### config.mk
export PLATFORM = sky130hd
export DESIGN_NAME = alu_op_sequencer
export DESIGN_NICKNAME = d
export VERILOG_FILES = /design/src/rtl/alu_op_sequencer.sv
export SDC_FILE = /design/constraint.sdc
export NUM_CORES = 1
export LEC_CHECK = 0
export BUFFER_PORTS_ARGS = -buffer_cell sky130_fd_sc_hd__buf_2
export CORE_ASPECT_RATIO = 1.1
export CORE_UTILIZATION = 40
export CTS_BUF_LIST = sky130_fd_sc_hd__clkbuf_4 sky130_fd_sc_hd__clkbuf_8
export DETAILED_ROUTE_END_ITERATION = 6
export SETUP_SLACK_MARGIN = 0.4
export SYNTH_ARGS = -nofsm -noshare
export SYNTH_HDL_FRONTEND = slang
export SYNTH_SLANG_ARGS = --single-unit
### constraint.sdc
create_clock -name clk -period 2.3 [get_ports clk]
set_input_delay 0.23 -clock clk [delete_from_list [all_inputs] [get_ports clk]]
set_output_delay 0.23 -clock clk [all_outputs]
set_load 0.03 [all_outputs]
### src/rtl/alu_op_sequencer.sv
// ============================================================================
//  Module   : alu_op_sequencer
//  Purpose  : Four-state instruction sequencer driving an external ALU from an
//             8 x 16-bit register file, with writeback and error reporting.
//  Revision : 1.0
// ============================================================================
`default_nettype none

module alu_op_sequencer #(
   parameter int NREGS = 8
) (
   input  logic        clk,
   input  logic        rst,
   input  logic        instr_valid,
   input  logic [15:0] instr,
   output logic        instr_ready,
   output logic [15:0] alu_a,
   output logic [15:0] alu_b,
   output logic [2:0]  alu_ctrl,
   input  logic [15:0] alu_result,
   output logic        done,
   output logic [1:0]  err,
   output logic        zero,
   input  logic [2:0]  dbg_addr,
   output logic [15:0] dbg_data
);

   localparam logic [1:0] c_ERR_OK      = 2'b00;
   localparam logic [1:0] c_ERR_ILLEGAL = 2'b01;
   localparam logic [1:0] c_ERR_DIVZERO = 2'b10;
   localparam logic [2:0] c_CTRL_DIV    = 3'b101;

   typedef enum logic [1:0] {
      S_IDLE      = 2'd0,
      S_DECODE    = 2'd1,
      S_EXECUTE   = 2'd2,
      S_WRITEBACK = 2'd3
   } state_t;

   state_t      r_state;
   logic [3:0]  r_op;
   logic [2:0]  r_rd;
   logic [2:0]  r_rs1;
   logic [2:0]  r_rs2;
   logic [15:0] r_alu_a;
   logic [15:0] r_alu_b;
   logic [2:0]  r_alu_ctrl;
   logic [15:0] r_result;
   logic        r_done;
   logic [1:0]  r_err;
   logic        r_zero;
   logic [15:0] r_regs [NREGS];

   logic        w_legal;
   logic        w_div_zero;
   logic        w_unused_instr;

   assign w_legal        = (r_op < 4'd6);
   assign w_div_zero     = (r_alu_ctrl == c_CTRL_DIV) && (r_alu_b == 16'h0000);
   assign w_unused_instr = ^instr[2:0];

   assign instr_ready = (r_state == S_IDLE);
   assign alu_a       = r_alu_a;
   assign alu_b       = r_alu_b;
   assign alu_ctrl    = r_alu_ctrl;
   assign done        = r_done;
   assign err         = r_err;
   assign zero        = r_zero;
   // R0 is never written, so a plain read returns 0 for index 0.
   assign dbg_data    = r_regs[dbg_addr];

   always_ff @(posedge clk or negedge rst) begin
      if (!rst) begin
         r_state    <= S_IDLE;
         r_op       <= 4'd0;
         r_rd       <= 3'd0;
         r_rs1      <= 3'd0;
         r_rs2      <= 3'd0;
         r_alu_a    <= 16'h0000;
         r_alu_b    <= 16'h0000;
         r_alu_ctrl <= 3'b000;
         r_result   <= 16'h0000;
         r_done     <= 1'b0;
         r_err      <= c_ERR_OK;
         r_zero     <= 1'b0;
         for (int i = 0; i < NREGS; i++) begin
            r_regs[i] <= 16'h0000;
         end
      end else begin
         r_done <= 1'b0;
         case (r_state)
            S_IDLE: begin
               if (instr_valid) begin
                  r_op    <= instr[15:12];
                  r_rd    <= instr[11:9];
                  r_rs1   <= instr[8:6];
                  r_rs2   <= instr[5:3];
                  r_state <= S_DECODE;
               end
            end
            S_DECODE: begin
               r_alu_a <= r_regs[r_rs1];
               r_alu_b <= r_regs[r_rs2];
               if (w_legal) begin
                  r_alu_ctrl <= r_op[2:0];
                  r_state    <= S_EXECUTE;
               end else begin
                  // Illegal opcodes skip the ALU and retire one cycle early.
                  r_alu_ctrl <= 3'b000;
                  r_err      <= c_ERR_ILLEGAL;
                  r_done     <= 1'b1;
                  r_state    <= S_WRITEBACK;
               end
            end
            S_EXECUTE: begin
               r_result <= alu_result;
               r_done   <= 1'b1;
               r_state  <= S_WRITEBACK;
               if (w_div_zero) begin
                  r_err <= c_ERR_DIVZERO;
               end else begin
                  r_err  <= c_ERR_OK;
                  r_zero <= (alu_result == 16'h0000);
               end
            end
            S_WRITEBACK: begin
               if ((r_err == c_ERR_OK) && (r_rd != 3'd0)) begin
                  r_regs[r_rd] <= r_result;
               end
               r_state <= S_IDLE;
            end
            default: r_state <= S_IDLE;
         endcase
      end
   end

endmodule

`default_nettype wire

-- After elaboration in Yosys (flattened, before gate mapping)
Index checks and enable logic that the tools add are counted.
- flip-flop bits (word level): 198
- bits in latches: 0
- RAM bits: 0
- ROM bits: 0
- bits of input ports: 38
- output and inout port bits: 56
- logic and storage cells: 71
- memories kept: 0
- $add $sub $neg: 0
- multiply operators: 0
- divide/modulo/power cells: 0
- magnitude comparators: 6
- equality and inequality tests: 6
- shift operators: 0
- muxes and demuxes: 21
- bitwise operators: 5
- reduce and logical (&&, ||, !) cells: 13
- operator list (cell ; number):
    binary-select mux 16 bit (select 3 bit) ; 3
    bitwise mux 128 bit ; 1
    two-way mux 16 bit ; 7
    demux 16 bit (select 3 bit) ; 1
    logical NOT 16 bit ; 2
    >= comparator 4 bit (second input constant) ; 4
    NOT 3 -> 4 bit ; 4
    one-hot mux 2 bit (4 select lines) ; 1
    AND reduction 2 bit ; 4
    two-way mux 2 bit ; 3
    equality test 2 bit (second input constant) ; 2
    logical NOT 2 bit ; 2
    < comparator 4 x 1 -> 1 bit (second input constant) ; 1
    < comparator 4 x 3 -> 1 bit (second input constant) ; 1
    inequality test 2 bit (second input constant) ; 2
    one-hot mux 2 bit (2 select lines) ; 1
    equality test 3 bit (second input constant) ; 1
    logical AND 1 bit ; 3
    two-way mux 3 bit ; 1
    nonzero test 3 bit ; 1
    equality test 2 x 1 -> 1 bit (second input constant) ; 1
    two-way mux 1 bit ; 2
    one-hot mux 1 bit (2 select lines) ; 1
    nonzero test 2 bit ; 1
    NOT 1 bit ; 1

-- Logic depth before layout (Yosys ltp)
- word-level depth: 6
- gate-level depth with buffers: 6
- mapped depth without buffers: 5

-- Worst setup path after synthesis
OpenSTA, ideal clock, no wires.
- kind: reg-to-reg
- start point: register r_err[0], in the netlist err[0]
- end point: register r_regs[37] (netlist name)
- setup time: 0.125 ns
- arrival time: 1.755 ns
- data required time: 2.175 ns
- setup slack: 0.420 ns
- cell stages (with the launch flop): 6
- buffers on the path: 2
- clock period less this slack: 1.880 ns
- cell sequence: dfrtp_1 nand4bb_4 or3b_1 buf_6 buf_12 mux2_4
- word-level cells in the longest chain between the ends: 3
- ends and longest elaborated chain (element ; RTL line ; RTL):
    start: declaration ; 50 ; logic [1:0] r_err;
    start signal: assignment ; 84 ; r_err <= c_ERR_OK;
    start signal: assignment ; 110 ; r_err <= c_ERR_ILLEGAL;
    start signal: assignment ; 120 ; r_err <= c_ERR_DIVZERO;
    logical NOT 2 bit ; 127 ; if ((r_err == c_ERR_OK) && (r_rd != 3'd0)) begin
    logical AND 1 bit ; 127 ;
    AND reduction 2 bit (no source line) ; -- ;
    end signal: indexed assignment ; 128 ; r_regs[r_rd] <= r_result;
    end: declaration ; 52 ; logic [15:0] r_regs [NREGS];
Every way passes these cells.
A chain may end at the register's enable or synchronous reset.

-- Worst setup path after layout
- start point: register r_regs[121] (netlist name)
- end point: output dbg_data[9]
- word-level cells in the longest chain between the ends: 3
- ends and longest elaborated chain (element ; RTL line ; RTL):
    binary-select mux 16 bit (select 3 bit) ; 70 ; assign dbg_data = r_regs[dbg_addr];
    two-way mux 16 bit (not written as such) (2 in a row) ; 70 ;
    end: declaration ; 25 ; output logic [15:0] dbg_data
Every way passes these cells. The select of a mux whose other input is x is not followed.

==> flow_metrics.tcl <==
set metrics [dict create \
    grt_pass1_vias 7137 \
    cts_root_buffer "clkbuf_8" \
    grt_pass1_wl_mm 41.8 \
    clk-insertion-delay-late_ns 0.48 \
    critPathMaxStageDelay_ns 0.47 \
    hold_slack_ns 0.0247 \
    n_antenna_cell 0 \
    tns_ns 0 \
    ys.flop_type "dfrtp_1" \
    cts_num_sinks 198 \
    top_layer "met4" \
    fillerInstances 2136 \
    async_flop_share_pct 100 \
    slew_headroom_pct 49.0 \
    synth_top_cell_area_share_pct 48.3 \
    rsz0062_at_grt "yes" \
    numCtsBuffers 17 \
    drc 0 \
    grt_usage_pct 21.6 \
    hold_viol 0 \
    clock_skew_ns 0.0126 \
    syn_avg_cell_area_um2 15.2 \
    final-max-slew-violation-count 0 \
    gp_congestion 0.764 \
    io_buffer_count 90 \
    wl_met3_mm 1.17 \
    cellPowerDensity_nw_per_um2 1450 \
    endpoint_kind "output pin" \
    timing.rr.start "r_state[1]" \
    grt_max_degree 69 \
    finalSetupViolations 0 \
    die_w_um 155 \
    ir_drop_uv 652 \
    path_clk_slew_ns 0.10 \
    wl_met2_mm 13.4 \
    ys_warn_count 0 \
    drive_above_1_share_pct 58.7 \
    dp_slack_ns 0.364 \
    worstMarginPinSlew_ns 0.765 \
    start_util_pct 40.6 \
    wl_per_cell_um 22.1 \
    required_ns 2.07 \
    cp_cell_sequence "mux4_2 -> mux2_4 -> buf_6" \
    setup.worst_path.start "r_regs[121]" \
    synthToLayoutAreaGrowth_pct 23.7 \
    ioPinCount 94 \
    synth_area_leaders "dfrtp_1 48%, mux4_2 21%, mux2_2 16%" \
    path_max_fanout 3 \
    holdCritStartpoint "alu_result[12]" \
    dp.final_hpwl_mm 16.7 \
    outcome "finished clean" \
    wl_mm 27.0 \
    cts_tree "done" \
    fin_crit_sh_pct 89.0 \
    yosysSeqAreaShare_pct 48.3 \
    antenna_found_initial 0 \
    ys_types 34 \
    chipHeight_um 170 \
    fin_crit_ns 2.05 \
    yosys.area.top_type "dfrtp_1" \
    fin_nets 909 \
    cts_buffer_depth 2 \
    synth.cell_area_um2 10300 \
    synthCells 676 \
    hold_class "primary input to register" \
    maxCapViolations 0 \
    crit_path_top_delay_cell "mux4_2" \
    syn_nets 719 \
    critPathLaunchType "register" \
    fmax_mhz 489 \
    critical_path_class "register to output pin" \
    grt_overflow 0 \
    drt.antenna.violating_nets 0 \
    power_leakage_nw 5.75 \
    die-area_um2 26300 \
    layout_setup_ws_ns 0.253 \
    htreeDepth 4 \
    coreArea_um2 25300 \
    ys_ff_latch 198 \
    num_rows 61 \
    wl_met1_mm 11.7 \
    crit_arrival_ns 1.82 \
    synth_edf_count 0 \
    vias 6735 \
    dr.pass1.iters 5 \
    drt-initial-drc-count 434 \
    vias_per_cell 5.50 \
]
Yosys cell counts (6+ instances only):
| cell | number |
|---|---|
| a21oi_1 | 33 |
| buf_2 | 20 |
| clkbuf_1 | 40 |
| dfrtp_1 | 198 |
| inv_1 | 7 |
| mux2_2 | 148 |
| mux2_4 | 10 |
| mux2i_1 | 32 |
| mux4_2 | 96 |
| nand2_1 | 8 |
| nor2_1 | 37 |
| nor4_1 | 7 |
| o21ai_0 | 6 |
routing by layer:
metal | global-route usage [%] | vias to the layer above
met4 | 8.14 | 0
met2 | 36.2 | 197
met5 | 0 | -
li1 | - | 2949
met1 | 28.1 | 3540
met3 | 3.69 | 49
critical path, delay by kind of cell, from the launching register on:
| kind | cells | cell delay, ns |
|---|---|---|
| multiplexers | 2 | 0.79 |
| buffers and inverters | 1 | 0.15 |
| flip-flops | 1 | 0.41 |
power breakdown:
| part | internal, mW | leakage, nW | switching [mW] |
|---|---|---|---|
| registers | 5.00 | 2.49 | 1.33 |
| clock network | 0.881 | 0.178 | 1.28 |
| logic | 5.26 | 3.08 | 4.57 |
cell families after synthesis:
kind of cell / Yosys count / share of synthesized area, %
AO/OA/AOI/OAI: 43 / 2.23
adder cells (fa/ha/maj): 5 / 0.610
buffers and inverters: 74 / 3.29
flip-flops: 198 / 48.3
multiplexers: 286 / 41.9
AND/OR/NAND/NOR: 70 / 3.62
cell type report:
cell class	count	area, um^2	share of cell area [%]
clock buffer	21	289	2.28
timing repair buffer	238	1850	14.6
sequential	198	4960	39.1
tap	346	433	3.41
inverter	7	26.3	0.207
clock inverter	11	90.1	0.710
multi-input combinational	404	5030	39.7
through the flow:
step | instance area [um^2] | total power [mW] | util [%] | instances
2_1_floorplan | 10300 | 12.3 | - | 676
3_3_place_gp | 11200 | 14.5 | 44.2 | 1072
3_5_place_dp | 11200 | 14.8 | 44.2 | 1072
4_1_cts | 12500 | 18.1 | 49.5 | 1207
5_1_grt | 12700 | 19.4 | 50.2 | 1225
6_report | 12700 | 18.3 | 50.2 | 1225
worst paths after layout:
kind / endpoint / slack, ns / cells past startpoint
max in group asynchronous: r_regs[90] / 1.29 / 3
max reg2reg: r_regs[86] / 0.47 / 6
max: dbg_data[9] / 0.25 / 3
min reg2reg: r_regs[121] / 0.42 / 0
min in group asynchronous: alu_ctrl[2] / 0.26 / 2
min: r_result[12] / 0.02 / 2
registers in the layout (all words and copies together) (netlist names):
signal,count
zero,1
alu_ctrl,3
alu_a,16
r_op,4
err,2
r_rd,3
r_regs,128
alu_b,16
r_result,16
done,1
r_state,2
r_rs1,3
r_rs2,3
cell usage in the layout (no fill, tap or decap), types with 3 or more instances in the layout:
| cell | synthesis | routed |
|---|---|---|
| nor2_1 | 37 | 37 |
| mux2_4 | 10 | 25 |
| buf_6 | 2 | 18 |
| dlygate4sd3_1 | 0 | 20 |
| inv_1 | 7 | 7 |
| nor4_1 | 7 | 7 |
| clkbuf_8 | 0 | 22 |
| mux4_2 | 96 | 96 |
| buf_4 | 1 | 116 |
| dfrtp_1 | 198 | 196 |
| ha_1 | 5 | 3 |
| nand2_1 | 8 | 8 |
| clkinvlp_4 | 0 | 5 |
| buf_12 | 1 | 10 |
| inv_6 | 0 | 4 |
| a21oi_1 | 33 | 33 |
| mux2i_1 | 32 | 31 |
| mux2_2 | 148 | 133 |
| o21ai_0 | 6 | 6 |
| buf_2 | 20 | 73 |
| nand3_1 | 4 | 4 |
timing repair:
item                       4_1_cts  5_1_grt
buffers inserted                83       18
hold endpoints to repair        67        0
resized for setup               40       12
setup endpoints to repair       43       64
hold buffers                    20        0
No activity file was read; power rests on OpenSTA's default activity.
